## config.mk

```make
export PLATFORM = sky130hd
export DESIGN_NAME = de_bruijn_sync
export DESIGN_NICKNAME = d
export VERILOG_FILES = /design/src/rtl/de_bruijn_pkg.sv /design/src/rtl/de_bruijn_ref.sv /design/src/rtl/de_bruijn_sync.sv
export SDC_FILE = /design/constraint.sdc
export NUM_CORES = 1
export LEC_CHECK = 0
export CAP_MARGIN = 0
export CORE_MARGIN = 5
export CORE_UTILIZATION = 38
export CTS_BUF_LIST = sky130_fd_sc_hd__clkbuf_4
export DETAILED_ROUTE_END_ITERATION = 7
export MAX_ROUTING_LAYER = met4
export PLACE_DENSITY = 0.61
export SLEW_MARGIN = 0
export SYNTH_ARGS = -nofsm -noshare
export SYNTH_HDL_FRONTEND = slang
export SYNTH_SLANG_ARGS = --single-unit
```

## constraint.sdc

```tcl
create_clock -name clk -period 2 [get_ports clk]
set_input_delay 0.3 -clock clk [delete_from_list [all_inputs] [get_ports clk]]
set_output_delay 0.3 -clock clk [all_outputs]
set_load 0.01 [all_outputs]
```

## src/rtl/de_bruijn_pkg.sv

```systemverilog
// Shared de Bruijn definitions: tap table, next-bit rule, sync FSM states.
// Used by the reference generator and the receiver.
package de_bruijn_pkg;

  typedef enum logic [1:0] {
    FILL   = 2'd0,
    SEARCH = 2'd1,
    LOCK   = 2'd2
  } state_t;

  localparam int N_MIN = 3;
  localparam int N_MAX = 8;

  function automatic logic [7:0] tap_mask(input int n);
    case (n)
      3:       return 8'b0000_0110;
      4:       return 8'b0000_1100;
      5:       return 8'b0001_0100;
      6:       return 8'b0011_0000;
      7:       return 8'b0110_0000;
      8:       return 8'b1011_1000;
      default: return 8'b0000_1100;
    endcase
  endfunction

  // LFSR feedback plus the zero-run fixup that inserts the
  // all-zero window, stretching the m-sequence to 2^n.
  function automatic logic next_bit(
    input logic [7:0] w,
    input int         n
  );
    logic [7:0] low;
    low = '0;
    for (int i = 0; i < 8; i++) begin
      if (i < n - 1) low[i] = 1'b1;
    end
    return (^(w & tap_mask(n))) ^ ((w & low) == 8'd0);
  endfunction

endpackage

```

## src/rtl/de_bruijn_ref.sv

```systemverilog
// Reference de Bruijn generator with index counter.
// Ports: clk, rst, clear (back to index 0), step, window, index.
module de_bruijn_ref
  import de_bruijn_pkg::*;
#(
  parameter int N = 4
) (
  input  logic         clk,
  input  logic         rst,
  input  logic         clear,
  input  logic         step,
  output logic [N-1:0] window,
  output logic [N-1:0] index
);

  logic [7:0] wide;

  always_comb begin
    wide         = '0;
    wide[N-1:0]  = window;
  end

  always_ff @(posedge clk or posedge rst) begin
    if (rst) begin
      window <= '0;
      index  <= '0;
    end else if (clear) begin
      window <= '0;
      index  <= '0;
    end else if (step) begin
      window <= {window[N-2:0], next_bit(wide, N)};
      index  <= index + 1'b1;
    end
  end

endmodule

```

## src/rtl/de_bruijn_sync.sv

```systemverilog
// de Bruijn stream synchroniser: fill window, search, lock and track.
// Ports: clk, rst, bit_in/bit_valid/bit_ready, locked, position, bit_err, err_count.
module de_bruijn_sync
  import de_bruijn_pkg::*;
#(
  parameter int N       = 4,
  parameter int MAX_ERR = 3
) (
  input  logic         clk,
  input  logic         rst,
  input  logic         bit_in,
  input  logic         bit_valid,
  output logic         bit_ready,
  output logic         locked,
  output logic [N-1:0] position,
  output logic         bit_err,
  output logic [15:0]  err_count
);

  state_t       state;
  state_t       state_next;
  logic [3:0]   fill_cnt;
  logic [3:0]   err_streak;
  logic [N-1:0] win;
  logic [N-1:0] ref_win;
  logic [N-1:0] ref_idx;
  logic [7:0]   win_wide;
  logic         xfer;
  logic         match;
  logic         expected;
  logic         mismatch;
  logic         fill_done;
  logic         drop;
  logic         ref_clear;
  logic         ref_step;

  always_comb begin
    win_wide         = '0;
    win_wide[N-1:0]  = win;
  end

  assign expected  = next_bit(win_wide, N);
  assign xfer      = bit_valid && bit_ready;
  assign match     = (ref_win == win);
  assign mismatch  = (bit_in != expected);
  assign fill_done = (fill_cnt == 4'(N - 1));
  assign drop      = mismatch && (err_streak == 4'(MAX_ERR - 1));

  de_bruijn_ref #(.N(N)) u_ref (
    .clk    (clk),
    .rst    (rst),
    .clear  (ref_clear),
    .step   (ref_step),
    .window (ref_win),
    .index  (ref_idx)
  );

  always_ff @(posedge clk or posedge rst) begin
    if (rst) state <= FILL;
    else     state <= state_next;
  end

  always_comb begin
    state_next = state;
    unique case (state)
      FILL:    if (xfer && fill_done) state_next = SEARCH;
      SEARCH:  if (match)             state_next = LOCK;
      LOCK:    if (xfer && drop)      state_next = FILL;
      default:                        state_next = FILL;
    endcase
  end

  // Generator is held at index 0 outside SEARCH so every
  // search starts from the head of the sequence.
  always_comb begin
    bit_ready = (state != SEARCH);
    ref_clear = (state != SEARCH);
    ref_step  = (state == SEARCH) && !match;
  end

  always_ff @(posedge clk or posedge rst) begin
    if (rst) begin
      fill_cnt   <= '0;
      err_streak <= '0;
      win        <= '0;
      locked     <= 1'b0;
      position   <= '0;
      bit_err    <= 1'b0;
      err_count  <= '0;
    end else begin
      bit_err <= 1'b0;
      unique case (state)
        FILL: begin
          if (xfer) begin
            win      <= {win[N-2:0], bit_in};
            fill_cnt <= fill_cnt + 4'd1;
          end
        end
        SEARCH: begin
          if (match) begin
            locked   <= 1'b1;
            position <= ref_idx;
          end
        end
        LOCK: begin
          if (xfer) begin
            // Flywheel: window follows the sequence, not the line.
            win      <= {win[N-2:0], expected};
            position <= position + 1'b1;
            if (mismatch) begin
              bit_err <= 1'b1;
              if (err_count != 16'hFFFF) err_count <= err_count + 16'd1;
              if (drop) begin
                locked     <= 1'b0;
                fill_cnt   <= '0;
                err_streak <= '0;
              end else begin
                err_streak <= err_streak + 4'd1;
              end
            end else begin
              err_streak <= '0;
            end
          end
        end
        default: ;
      endcase
    end
  end

endmodule

```

After elaboration in Yosys (flattened, before gate mapping). Cells that the tools add are included.

Register bits: 44. Input port bits: 4. Output and inout port bits: 23.

Add/sub/neg operators: 5. Equal/unequal tests: 15. Mux-type cells: 33. Bitwise logic cells: 4. Reductions and logical operators: 21.

Operators with widths (number): 4-bit two-way mux (14); 4-bit case mux with 2 select lines (3); 16-bit by 1-bit adder with 16-bit output (second input constant) (1); 4-bit by 1-bit adder with 4-bit output (second input constant) (4); 8-bit zero test (2); 8-bit two-way mux (2); 16-bit != test (second input constant) (1); 8-bit parity (2); 2-bit != test (second input constant) (7); 5-bit AND reduction (2); 1-bit two-way mux (9); 3-bit AND reduction (3); 4-bit by 8-bit bitwise AND with 8-bit output (1); 4-bit by 2-bit == test with 1-bit output (second input constant) (2); 2-bit two-way mux (3); 2-bit case mux with 3 select lines (1); 2-bit nonzero test (3); 1-bit logical AND (5); 4-bit by 3-bit bitwise AND with 4-bit output (1); 4-bit == test (1); 4-bit AND reduction (1); 2-bit by 1-bit == test with 1-bit output (second input constant) (1); 2-bit == test (second input constant) (1); 2-bit zero test (1); other kinds (6) (7).

Logic depth before layout (Yosys ltp). Gate-level depths: netlist of run 1.

Depth after elaboration: 10. Mapped depth: 7. Mapped depth without buffers: 6.

Cells and area by module. From an unflattened synthesis of run 1, not the netlist that was laid out.

Cells, all modules: 221. Area total of the unflattened synthesis: 2242.2 µm².

By module, submodules not included: de_bruijn_sync (times used 1, cells each 186, area each 1833.0 µm², sequential area each 900.9 µm²); de_bruijn_ref (times used 1, cells each 35, area each 409.1 µm², sequential area each 200.2 µm²).

Worst setup path before layout of run 1. No wires, ideal clock.

Kind: flip-flop to flip-flop. Start point: register win[2]. End point: register err_count[9]. Data arrival time: 1.739 ns. Required time: 1.921 ns. Setup slack: 0.181 ns. Stages on the path, launching flop included: 6. Buffers on the path: 0. Cell sequence: dfrtp_1 o21ba_1 xor3_2 nor4_4 nor3b_2 xor2_1.

Longest elaborated chain between the ends: 4. Elaborated cells on any way between the ends: 5.

Ends and longest elaborated chain: start: declaration (line de_bruijn_sync.sv:24) `logic [N-1:0] win;`; start signal: assignment (line de_bruijn_sync.sv:95) `win <= {win[N-2:0], bit_in};`; start signal: assignment (line de_bruijn_sync.sv:108) `win <= {win[N-2:0], expected};`; 8-bit parity / 8-bit zero test (equally long branches) (line de_bruijn_pkg.sv:37) `return (^(w & tap_mask(n))) ^ ((w & low) == 8'd0);`; 1-bit bitwise XOR (*) (line de_bruijn_pkg.sv:37); 1-bit != test (*) (line de_bruijn_sync.sv:45) `assign mismatch = (bit_in != expected);`; 4-bit AND reduction (no source line) (*); end signal: assignment (line de_bruijn_sync.sv:112) `if (err_count != 16'hFFFF) err_count <= err_count + 16'd1;`; end: declaration (line de_bruijn_sync.sv:17) `output logic [15:0] err_count`.

Mark *: on every way between the ends. The rest lies on a longest branch, timed or not. A chain may end at the register's enable or synchronous reset.

Worst setup path after layout of run 1.
Start point: register win[2]. End point: register err_count[15].

Same word-level chain as after synthesis.

==> results of run 1 <==
logic make-up after synthesis:
logic type / count (synthesis) / synth area share [%]
AND/OR/NAND/NOR: 81 / 19.2
flip-flops: 44 / 50.1
AO/OA/AOI/OAI: 34 / 9.39
XOR/XNOR: 23 / 10.5
buffers and inverters: 12 / 2.10
multiplexers: 11 / 5.29
adder cells (fa/ha/maj): 6 / 3.41
tightest hold or removal path, stage by stage:
cell and delay (ns):
clkdlybuf4s50_1 0.41, clkinv_1 0.06, buf_4 0.25
registers in the layout, summed over array words and instances, names as in the netlist:
name,cells
state,2
err_streak,4
win,4
u_ref.window,4
u_ref.index,4
locked,1
position,4
fill_cnt,4
err_count,16
bit_err,1
routing by layer:
layer	share of wire, %	track usage [%]
met5	0	-
met3	3.0	3.55
met1	50	17.5
met4	1.1	3.45
met2	46	20.6
layout by cell type, fill, tap and decap left out, drive strengths merged, types with 5 or more instances in the layout:
cell            n
o21ai          14
clkbuf          5
nor3            5
nand2b          5
nand3          12
xor2            6
dfrtp          44
ha              6
nand2          13
xnor2          15
mux2i           6
buf            22
mux2            5
clkdlybuf4s50  26
nor2           24
nand4           8
a21oi           9
path summary, 6_finish.rpt:
kind | start | to | slack (ns) | cells after the start
min in group clk | err_count[9] | err_count[9] | 0.50 | 1
worst max register to register | win[2] | err_count[15] | 0.14 | 6
worst max-delay path | win[2] | err_count[15] | 0.14 | 6
worst min-delay path | rst | position[0] | 0.26 | 3
max in group asynchronous | rst | err_count[4] | 1.45 | 3
worst min register to register | err_count[9] | err_count[9] | 0.50 | 1
what timing repair did:
action                     CTS  global route
hold endpoints to repair     0             0
setup endpoints to repair    1             1
pin swaps                    0             0
gates resized for setup      1             0
buffers inserted             0             2
layout make-up:
cell class	count	area, um^2	share of cell area, %
clock inverter	3	42.5	1.53
inverter	6	22.5	0.812
timing repair buffer	48	425	15.3
tap	72	90.1	3.25
multi-input combinational	155	1050	38.0
clock buffer	5	37.5	1.35
sequential	44	1100	39.8
report_power, final:
part / switching, W / leakage [nW] / internal, W
Clock: 0.000296 / 0.0412 / 0.000261
Combinational: 0.000586 / 0.610 / 0.000732
Sequential: 0.000231 / 0.570 / 0.00111
per-stage QoR:
step                      total power (W)  hold slack (ns)  instance area (um^2)
final                             0.00321            0.256                  2770
after global placement            0.00264            0.482                  2680
after CTS                         0.00323            0.267                  2760
after floorplan                   0.00210            0.473                  2200
after detailed placement          0.00266            0.486                  2680
after global routing              0.00347            0.290                  2770
==> summary.md, run 1 <==
| Metric | Value |
|---|---|
| CP startpoint kind | register |
| VDD IR max | 0.652 mV |
| DRC Markers | 0 |
| Worst Skew | roughly 0.021 ns |
| Final core utilization | 49.7% |
| Placeable core area | 5570 um^2 |
| Synth cell count leaders | dfrtp_1, nor2_1, xnor2_1 |
| Worst skew pair latency | 0.36 ns |
| WL/cell | 13.3 um |
| Status | completed |
| Largest cells by area after synthesis | dfrtp_1, xnor2_1, nor2_1 |
| Most numerous cell in the Yosys netlist | dfrtp_1 |
| Die height | 86.1 um |
| Pre-Repair DR Iteration Count | 4 |
| Pre-CTS setup slack | -0.105 ns |
| Max Fclk | 0.538 GHz |
| Gate count of the mapped netlist | between 200 and 250 |
| Max cap viols | 0 |
| Port Buffers | 26 |
| CTS Buf Count | 5 |
| Lkg Pwr | around 1.2 nW |
| Crit path DAT | ~2.1 ns |
| Number of synthesis warnings | 0 |
| First-pass GRT wire length | 7.78 mm |
| Slowest CP cell | dfrtp_1 |
| Slew @ Worst Pin | 0.463 ns |
| Initial antenna violation count | 0 |
| WS Path Type | reg -> reg |
| Worst setup EP type | register |
| Final period util | 92.9% |
| Io pins | 27 |
| Flops & latches, synth | 44 |
| RSZ-0062 raised after global routing | no |
| H-tree depth | 2 |
| Starting density of the core | between 30 and 40% |
| Die area | 7410 um^2 |
| Endpoints failing hold | 0 |
| WP buf/inv | 1 |
| Post-DP HPWL | roughly 3.3 mm |
| Antenna viol nets, final | 0 |
| Synth Flop Type | dfrtp_1 |
| CTS sink count | 44 |
| Num rows | 27 |
| Post-synth EDFFs | 0 |
| CTS Hold Bufs | 0 |
| Gpl congestion | 0.768 |
| Largest net degree at the start of global routing | 26 |
| Crit path max fanout | 4 |
| Slew headroom | 68.8% |
| Unique masters post-synth | 43 |
| Gr ovfl total | 0 |
| Vias | 1670 |
| Final wirelength | 4.42 mm |
| Synth Cell Area | 2200 um^2 |
| Root buffer cell | clkbuf_4 |
| Post-route setup slack | around 0.14 ns |
| Antenna diodes | 0 |
| Cell Pwr Density | 1160 nW/um^2 |
| Vias in the first global route | 1707 |
| Sum Neg Setup Slack | 0 ns |
| Post-Syn Nets | 221 |
| Setup violators final | 0 |
| Tmin final | approximately 1.9 ns |
| Fin. max-slew vios | 0 |
| Vias per std cell | 5.02 |
| GRT Total Usage | 13.4% |
| Crit path cell chain | o21ba_1 > xor3_2 > nor4_4 > buf_4 > nand4_1 > xnor2_1 |
| Die Wd | about 86 um |
| Initial DRC Count | 85 |
| Top delay family on crit path | XOR/XNOR gates |
| Max stage delay on crit path | ~0.44 ns |
| CTS max path bufs | 2 |
| Post-synth top area share | 50.1% |
| Async S/R FF share, synth | 100% |
| Req. time, crit path | 2.24 ns |
| Final non-filler cell total | 333 |
| Syn Area/Cell | 10.4 um^2 |
| Dominant cell type by area after synthesis | dfrtp_1 |
| CTS tree | yes |
| Placed Cells | between 300 and 400 |
| Clk slew on worst S/H paths | 0.15 ns |
| Filler instances | between 500 and 600 |
| Fraction of the yosys area taken by sequential cells | between 50% and 60% |
| Hold WC Path Type | in -> async |
| Layout overhead on the synthesized area | 26.1% |
| Layout cells sized above 1 | between 10 and 15% |
| Final #Nets | 270 |
(Power assumes the default switching activity.)
==> run 2: changes to the inputs <==
--- a/config.mk
+++ b/config.mk
@@ -12,7 +12,6 @@
 export DETAILED_ROUTE_END_ITERATION = 7
 export MAX_ROUTING_LAYER = met4
 export PLACE_DENSITY = 0.61
-export SLEW_MARGIN = 0
 export SYNTH_ARGS = -nofsm -noshare
 export SYNTH_HDL_FRONTEND = slang
 export SYNTH_SLANG_ARGS = --single-unit
==> results of run 2 <==
Same layout as run 1: the final DEF is identical, and so are final timing and power.
==> run 3: changes to the inputs <==
--- a/config.mk
+++ b/config.mk
@@ -9,9 +9,11 @@
 export CORE_MARGIN = 5
 export CORE_UTILIZATION = 38
 export CTS_BUF_LIST = sky130_fd_sc_hd__clkbuf_4
+export CTS_CLUSTER_SIZE = 25
 export DETAILED_ROUTE_END_ITERATION = 7
 export MAX_ROUTING_LAYER = met4
 export PLACE_DENSITY = 0.61
+export SKIP_CTS_REPAIR_TIMING = 1
 export SYNTH_ARGS = -nofsm -noshare
 export SYNTH_HDL_FRONTEND = slang
 export SYNTH_SLANG_ARGS = --single-unit
==> results of run 3 <==
Same layout as run 1: the final DEF is identical, and so are final timing and power.
